`src/rtl/pc_sequencer_pkg.sv`:
```
// Shared definitions for the program-counter sequencer and its return stack.
package pc_sequencer_pkg;

    localparam int unsigned PC_W_DEF  = 11;
    localparam int unsigned OFF_W_DEF = 10;
    localparam int unsigned DEPTH_DEF = 4;
    localparam int unsigned DEPTH_W   = 3;

    typedef enum logic [1:0] {
        OP_NEXT = 2'b00,
        OP_JUMP = 2'b01,
        OP_CALL = 2'b10,
        OP_RET  = 2'b11
    } op_code_e;

    typedef enum logic [1:0] {
        ST_RUN   = 2'b00,
        ST_WAIT  = 2'b01,
        ST_FAULT = 2'b10
    } state_e;

endpackage

```
`src/rtl/pc_sequencer_if.sv`:
```
// Op handshake plus return-stack (BSR) strobe/data bundle.
interface pc_sequencer_if
    import pc_sequencer_pkg::*;
#(
    parameter int unsigned PC_W  = PC_W_DEF,
    parameter int unsigned OFF_W = OFF_W_DEF
);

    logic             op_valid;
    logic [1:0]       op_code;
    logic [OFF_W-1:0] op_offset;
    logic             op_ready;
    logic             bsr_enable;
    logic             bsr_branch;
    logic             bsr_return;
    logic [OFF_W-1:0] bsr_s;
    logic [PC_W-1:0]  bsr_old_pc;
    logic [PC_W-1:0]  bsr_new_pc;

    // Op issuer and return stack side
    modport master (
        output op_valid, op_code, op_offset, bsr_new_pc,
        input  op_ready, bsr_enable, bsr_branch, bsr_return, bsr_s, bsr_old_pc
    );

    // Sequencer side
    modport slave (
        input  op_valid, op_code, op_offset, bsr_new_pc,
        output op_ready, bsr_enable, bsr_branch, bsr_return, bsr_s, bsr_old_pc
    );

endinterface

```
`src/rtl/pc_sequencer.sv`:
```
// Program-counter sequencer: issues one control-flow op at a time, drives the
// return stack strobes and tracks call depth, faulting on over/underflow.
module pc_sequencer
    import pc_sequencer_pkg::*;
#(
    parameter int unsigned PC_W  = PC_W_DEF,
    parameter int unsigned OFF_W = OFF_W_DEF,
    parameter int unsigned DEPTH = DEPTH_DEF
) (
    input  logic               clk,
    input  logic               reset,
    pc_sequencer_if.slave      bus,
    output logic [PC_W-1:0]    pc,
    output logic [DEPTH_W-1:0] depth,
    output logic               fault
);

    state_e             state, next_state;
    logic [PC_W-1:0]    pc_q, pc_d;
    logic [DEPTH_W-1:0] depth_q, depth_d;
    logic               fault_q, fault_d;
    logic               branch_q, branch_d;
    logic               return_q, return_d;
    logic [OFF_W-1:0]   s_q, s_d;
    logic [PC_W-1:0]    old_q, old_d;
    logic               ready_q;
    logic               enable_q;

    // State and datapath registers; a strobe in flight is dropped on reset
    always_ff @(posedge clk) begin
        if (reset) begin
            state    <= ST_RUN;
            pc_q     <= '0;
            depth_q  <= '0;
            fault_q  <= 1'b0;
            branch_q <= 1'b0;
            return_q <= 1'b0;
            s_q      <= '0;
            old_q    <= '0;
            ready_q  <= 1'b1;
            enable_q <= 1'b1;
        end else begin
            state    <= next_state;
            pc_q     <= pc_d;
            depth_q  <= depth_d;
            fault_q  <= fault_d;
            branch_q <= branch_d;
            return_q <= return_d;
            s_q      <= s_d;
            old_q    <= old_d;
            ready_q  <= (next_state == ST_RUN);
            enable_q <= (next_state != ST_FAULT);
        end
    end

    // Next-state and datapath update; WAIT spans the strobe cycle and the load cycle
    always_comb begin
        next_state = state;
        pc_d       = pc_q;
        depth_d    = depth_q;
        fault_d    = fault_q;
        branch_d   = 1'b0;
        return_d   = 1'b0;
        s_d        = s_q;
        old_d      = old_q;
        unique case (state)
            ST_RUN: begin
                if (bus.op_valid) begin
                    unique case (op_code_e'(bus.op_code))
                        OP_NEXT: pc_d = pc_q + PC_W'(1);
                        OP_JUMP: pc_d = pc_q + PC_W'(bus.op_offset);
                        OP_CALL: begin
                            if (depth_q < DEPTH_W'(DEPTH)) begin
                                branch_d   = 1'b1;
                                old_d      = pc_q;
                                s_d        = bus.op_offset;
                                depth_d    = depth_q + DEPTH_W'(1);
                                next_state = ST_WAIT;
                            end else begin
                                fault_d    = 1'b1;
                                next_state = ST_FAULT;
                            end
                        end
                        OP_RET: begin
                            if (depth_q != '0) begin
                                return_d   = 1'b1;
                                depth_d    = depth_q - DEPTH_W'(1);
                                next_state = ST_WAIT;
                            end else begin
                                fault_d    = 1'b1;
                                next_state = ST_FAULT;
                            end
                        end
                        default: ;
                    endcase
                end
            end
            ST_WAIT: begin
                // Strobe cycle still in progress: the stack answers on the next cycle
                if (!(branch_q || return_q)) begin
                    pc_d       = bus.bsr_new_pc;
                    next_state = ST_RUN;
                end
            end
            ST_FAULT: ;
            default: next_state = ST_FAULT;
        endcase
    end

    assign pc             = pc_q;
    assign depth          = depth_q;
    assign fault          = fault_q;
    assign bus.op_ready   = ready_q;
    assign bus.bsr_enable = enable_q;
    assign bus.bsr_branch = branch_q;
    assign bus.bsr_return = return_q;
    assign bus.bsr_s      = s_q;
    assign bus.bsr_old_pc = old_q;

endmodule

```
`src/flat_wrapper.sv`:
```
// flat-port wrapper written by rule: the top's interface ports become plain ports
module pc_sequencer_flat import pc_sequencer_pkg::*;
#(
    parameter int unsigned PC_W  = PC_W_DEF,
    parameter int unsigned OFF_W = OFF_W_DEF,
    parameter int unsigned DEPTH = DEPTH_DEF
)
  (clk, reset, pc, depth, fault, bus_op_valid, bus_op_code, bus_op_offset, bus_bsr_new_pc, bus_op_ready, bus_bsr_enable, bus_bsr_branch, bus_bsr_return, bus_bsr_s, bus_bsr_old_pc);
  pc_sequencer_if #(.PC_W(PC_W), .OFF_W(OFF_W)) bus_i ();
  input  logic clk;
  input  logic reset;
  output logic [PC_W-1:0] pc;
  output logic [DEPTH_W-1:0] depth;
  output logic fault;
  input wire logic [$bits(bus_i.op_valid)-1:0] bus_op_valid;
  input wire logic [$bits(bus_i.op_code)-1:0] bus_op_code;
  input wire logic [$bits(bus_i.op_offset)-1:0] bus_op_offset;
  input wire logic [$bits(bus_i.bsr_new_pc)-1:0] bus_bsr_new_pc;
  output wire logic [$bits(bus_i.op_ready)-1:0] bus_op_ready;
  output wire logic [$bits(bus_i.bsr_enable)-1:0] bus_bsr_enable;
  output wire logic [$bits(bus_i.bsr_branch)-1:0] bus_bsr_branch;
  output wire logic [$bits(bus_i.bsr_return)-1:0] bus_bsr_return;
  output wire logic [$bits(bus_i.bsr_s)-1:0] bus_bsr_s;
  output wire logic [$bits(bus_i.bsr_old_pc)-1:0] bus_bsr_old_pc;
  assign bus_i.op_valid = bus_op_valid;
  assign bus_i.op_code = bus_op_code;
  assign bus_i.op_offset = bus_op_offset;
  assign bus_i.bsr_new_pc = bus_bsr_new_pc;
  assign bus_op_ready = bus_i.op_ready;
  assign bus_bsr_enable = bus_i.bsr_enable;
  assign bus_bsr_branch = bus_i.bsr_branch;
  assign bus_bsr_return = bus_i.bsr_return;
  assign bus_bsr_s = bus_i.bsr_s;
  assign bus_bsr_old_pc = bus_i.bsr_old_pc;
  pc_sequencer #(.PC_W(PC_W), .OFF_W(OFF_W), .DEPTH(DEPTH)) u_core (.clk(clk), .reset(reset), .bus(bus_i), .pc(pc), .depth(depth), .fault(fault));
endmodule
```
`config.mk`:
```
export PLATFORM = sky130hd
export DESIGN_NAME = pc_sequencer_flat
export DESIGN_NICKNAME = d
export VERILOG_FILES = /design/src/rtl/pc_sequencer_pkg.sv /design/src/rtl/pc_sequencer_if.sv /design/src/rtl/pc_sequencer.sv /design/src/flat_wrapper.sv
export SDC_FILE = /design/constraint.sdc
export NUM_CORES = 1
export LEC_CHECK = 0
export ABC_AREA = 1
export CAP_MARGIN = 20
export CORE_UTILIZATION = 40
export CTS_CLUSTER_SIZE = 10
export DETAILED_ROUTE_END_ITERATION = 8
export GPL_TIMING_DRIVEN = 0
export PLACE_DENSITY = 0.72
export SETUP_SLACK_MARGIN = 0.02
export SYNTH_ARGS = -nofsm -noshare
export SYNTH_HDL_FRONTEND = slang
export SYNTH_SLANG_ARGS = --single-unit
```
`constraint.sdc`:
```
create_clock -name clk -period 2.1 [get_ports clk]
set_clock_uncertainty 0.1 [all_clocks]
set_input_delay 0.42 -clock clk [delete_from_list [all_inputs] [get_ports clk]]
set_output_delay 0.42 -clock clk [all_outputs]
set_load 0.03 [all_outputs]
```
# After elaboration in Yosys (flattened, before gate mapping)
# Cells that the tools add are included.
[totals]
register_bits = 42
latch_bits = 0
ram_bits = 0
romBits = 0
inputBits = 26
output_inout_bits = 40
word_cells = 63
memories = 0
[classes]
addsub = 4
n_mul = 0
div = 0
order_cmp = 1
n_eq_ne = 13
shift = 0
mux = 18
n_bitwise = 4
n_reduce_logical = 13
[ops]
columns = ["cell", "count"]
rows = [
  ["$pmux 11 s2", 2],
  ["$mux 11", 2],
  ["$add 11x1->11 const B", 1],
  ["$add 11x10->11", 1],
  ["$ne 2x2->1 const B", 5],
  ["$reduce_and 5->1", 2],
  ["$mux 2", 4],
  ["$reduce_and 4->1", 2],
  ["$reduce_or 4->1", 2],
  ["$eq 2x2->1 const B", 3],
  ["$logic_not 2->1", 3],
  ["$mux 3", 2],
  ["$pmux 2 s3", 1],
  ["$pmux 3 s2", 1],
  ["$eq 2x1->1 const B", 2],
  ["$mux 1", 4],
  ["$ne 2x1->1 const B", 2],
  ["$not 1->1", 4],
  ["$pmux 2 s2", 1],
  ["$reduce_bool 2->1", 2],
  ["$add 3x1->3 const B", 1],
  ["$lt 3x3->1 const B", 1],
  ["$ne 3x3->1 const B", 1],
  ["$reduce_bool 3->1", 1],
  ["other kinds (3)", 3],
]

# Logic depth before layout (Yosys ltp)
[depth]
word_depth = 6
depth_mapped = 15
depth_no_buf = 15

# Least setup slack after synthesis
# OpenSTA, ideal clock, no wires.
[synth_timing]
kind = "input to register"
startpoint = "in bus_op_code[0]"
endpoint = "reg u_core.pc_q[8] (netlist: u_core.pc[8])"
setup_time_ns = 0.119
arrival_ns = 2.039
t_required_ns = 1.881
path_slack_ns = -0.158
stages = 14
path_buffers = 0
path_cell_list = "inv_1 > nor2_1 > clkinv_1 > or2_2 > ha_1 > inv_1 > fa_1 > nor2_1 > o21ai_0 > nand2_1 > nand2_1 > nand3_1 > nand2_1 > a21oi_1"
[synth_via]
elab_chain_cells = 4
elab_cells_between_ends = 7
cone_classes = "eq/ne: 2; mux: 3; reduce/logical: 2"
[synth_rtl]
columns = ["item", "line_no", "source"]
rows = [
  ["start: declaration", "flat_wrapper.sv:16", "input wire logic [$bits(bus_i.op_code)-1:0] bus_op_code;"],
  ["$eq 2x1->1 / $logic_not 2->1 (equally long branches)", "pc_sequencer.sv:69", "unique case (op_code_e'(bus.op_code))"],
  ["$pmux 11 s2", "pc_sequencer.sv:69", ""],
  ["$mux 11", "pc_sequencer.sv:68", "if (bus.op_valid) begin"],
  ["$pmux 11 s2", "pc_sequencer.sv:66", "unique case (state)"],
  ["end signal: assignment", "pc_sequencer.sv:44", "pc_q <= pc_d;"],
  ["end: declaration", "pc_sequencer.sv:19", "logic [PC_W-1:0] pc_q, pc_d;"],
]
# Parallel ways exist; a longest one is shown, timed or not. The select of a mux whose other input is x is not followed.
# A chain may end at the register's enable or synchronous reset.

# Worst setup path in the final report
[layout_timing]
startpoint = "in bus_op_offset[5]"
endpoint = "reg u_core.pc_q[8] (netlist: u_core.pc[8])"
[layout_via]
elab_chain_cells = 4
[layout_rtl]
columns = ["item", "line_no", "source"]
rows = [
  ["start: declaration", "flat_wrapper.sv:17", "input wire logic [$bits(bus_i.op_offset)-1:0] bus_op_offset;"],
  ["$add 11x10->11", "pc_sequencer.sv:71", "OP_JUMP: pc_d = pc_q + PC_W'(bus.op_offset);"],
  ["$pmux 11 s2", "pc_sequencer.sv:69", ""],
  ["$mux 11", "pc_sequencer.sv:68", ""],
  ["$pmux 11 s2", "pc_sequencer.sv:66", ""],
]
# No other way between the ends. The select of a mux whose other input is x is not followed.

==> metrics.txt <==
Tmin final 1.99 ns; outcome finished, final reports clean; Crit Path Max Fanout 4; Placed Area between 0.003 and 0.004 mm²; Hold Path Sink u_core.pc[9]; CP Class primary input to flop; via count around 2200; Initial Util approximately two fifths; die width slightly below 80 µm; ANT cells 0; htree depth 2; met3 routed WL between 200 and 300 µm; worst r2r src u_core.pc[0]; Final TNS setup 0 ns; Clock Sinks between 40 and 50; HPWL after DPL approximately 4.4 mm; drt total wl ~5.7 mm; Layout Cell Area excl Fill around 0.0033 mm²; max cap viols 0; Crit. End Element flop; routed wl met2 about 2.6 mm; commonest non-fill, non-tap cell in the layout clkdlybuf4s50_1; syn avg cell area 7.01 µm²; largest net degree at the start of global routing 13; Slew Limit Fails 0; fraction of layout instances using a drive strength above 1 ~20%; f_max approximately 500 MHz; Metal-1 WL ~2.8 mm; R2R cell count 9; FILL cells approximately 500; clk buf depth 2; class of the worst hold path primary input to flop; Max IR drop VDD about 0.00028 V; row count 27; Iter 0 DRT Violations about 130; worst-skew pair later-pin latency ~0.29 ns; number of vias per cell about 4.7; total CTS buffers 5; TritonCTS clock tree built; Synth Instances roughly 320; YS warnings 0; Leakage between 1 and 1.5 nW; core area ~0.0055 mm²; Req. time, crit path 2.18 ns; min-delay src reset; slew margin rel. 69.1%; gp weighted congestion ~0.89; area delta synth->final 43.7%; vias in the first global route between 2000 and 2500; final cell utilization of the core 59.6%; Fin. Hold Viols 0; DR top layer met4; Final Setup Violations 0; Setup crit start kind primary input; drc violations 0; die area roughly 0.006 mm²; total gr overflow 0; FF+latch area ~840 µm²; die height roughly 77 µm; Crit path arrival time 2.07 ns; Cell variety after synth 31; io pins 66; clock-pin slew on the worst setup and hold paths around 0.08 ns; initial antenna violation count 0; syn nets roughly 360; WL per Instance about 12 µm; post-route ant nets 0; RR Endpoint u_core.pc[8]; first-pass GRT wire length between 9 and 10 mm; commonest cells after routing, fill and taps aside clkdlybuf4s50_1, nand2_1, nor2_1; Tightest Pin Transition ~0.46 ns; sequential area share after synthesis 37.0%; top cell type's share of synthesized area ~37%; count of buffers from port buffering 64; R2R Setup Slk 0.29 ns; total power 0.00195 W; Clk Tree Root Cell clkbuf_8; leading post-synthesis cells by cell area dfxtp_1, nand2_1, nor2_1; number of synthesized register bits 42; footprint of the multi-input gates between 0.001 and 0.0015 mm²; Hold Path Cell Cnt 2; nets@finish roughly 440; Worst setup startpoint bus_op_offset[5]; largest area contributor in the netlist dfxtp_1; Tcrit/Tclk final ~95%; GRT Total Usage between 20% and 30%; mapped cell area around 0.0023 mm²; DRT Pass-1 Iters 4; PD cells roughly 600 mW/mm²
-- Yosys cell counts, drive strengths merged --
cell / count
a21oi: 36
dfxtp: 42
ha: 10
nor2: 56
fa: 2
o21ai: 35
o2bb2ai: 1
inv: 43
or2: 3
nand4: 2
nand2: 60
buf: 6
clkinv: 1
a31oi: 1
nand3: 16
xnor2: 2
nor3: 2
clkbuf: 4
xor2: 2
-- repair_timing --
item                                   in CTS  in global routing
endpoints found under the hold margin       0                  0
pin swaps                                   9                 18
resized for setup                          17                 22
buffers inserted                            5                  5
hold buffers                                0                  0
setup endpoints to repair                  10                  9
-- how the worst max path moves through the flow --
stage,endpoint,slack (ns)
final,u_core.pc[8],0.11
after global routing,u_core.pc[9],-0.03
after CTS,u_core.pc[10],0.02
after detailed placement,u_core.pc[8],-0.79
after global placement,u_core.pc[8],-0.75
after floorplan,u_core.pc[8],0.04
-- registers in the layout, indices dropped and copies added (netlist names), 2 cells and up --
signal                 cells
u_core.pc                 11
u_core.bus.bsr_s          10
u_core.bus.bsr_old_pc     11
u_core.state               2
u_core.depth               3
-- per-layer routing --
metal | GRT usage [%] | vias to the layer above
met5 | 0 | -
met4 | 4.91 | 0
met3 | 4.05 | 5
met2 | 31.6 | 55
met1 | 28.2 | 989
li1 | - | 1198
-- final cells by class --
type | count | area share (%)
multi-input cells | 228 | 40.4
plain buffers | 10 | 1.80
inverters | 44 | 5.22
well taps | 72 | 2.76
repair buffers | 74 | 21.6
flip-flops and latches | 42 | 25.8
clock inverters | 2 | 0.307
clock buffers | 5 | 2.11
-- per-stage QoR --
stage	setup WS, ns	instances	hold slack (ns)
5_1_grt	-0.0282	477	0.334
3_3_place_gp	-0.750	460	0.357
2_1_floorplan	0.0429	324	0.408
6_report	0.105	477	0.325
3_5_place_dp	-0.787	460	0.354
4_1_cts	0.0210	472	0.325
-- where the power goes --
group / leakage, nW / internal (W) / total, W / switching, W
logic: 1.07 / 0.000250 / 0.000573 / 0.000323
registers: 0.343 / 0.000847 / 0.000889 / 0.0000423
clock network: 0.0438 / 0.000223 / 0.000493 / 0.000270
-- cells by family after synthesis --
group	after synthesis	synth area share (%)
adder cells (fa/ha/maj)	12	7.28
AND/OR/NAND/NOR	139	26.0
XOR/XNOR	4	1.54
AO/OA/AOI/OAI	73	18.1
flip-flops	42	37.0
buffers and inverters	54	9.98
-- worst max-delay path: stages --
cell and delay [ns]:
clkdlybuf4s50_1 0.47, inv_2 0.04, nor2_2 0.08, ha_1 0.29
a21oi_2 0.21, nor2_1 0.06, nor2_1 0.12, nand2_1 0.07
nand2_1 0.07, nand3_2 0.07, nand2_1 0.09, a21oi_1 0.06
No activity file was read; power rests on OpenSTA's default activity.
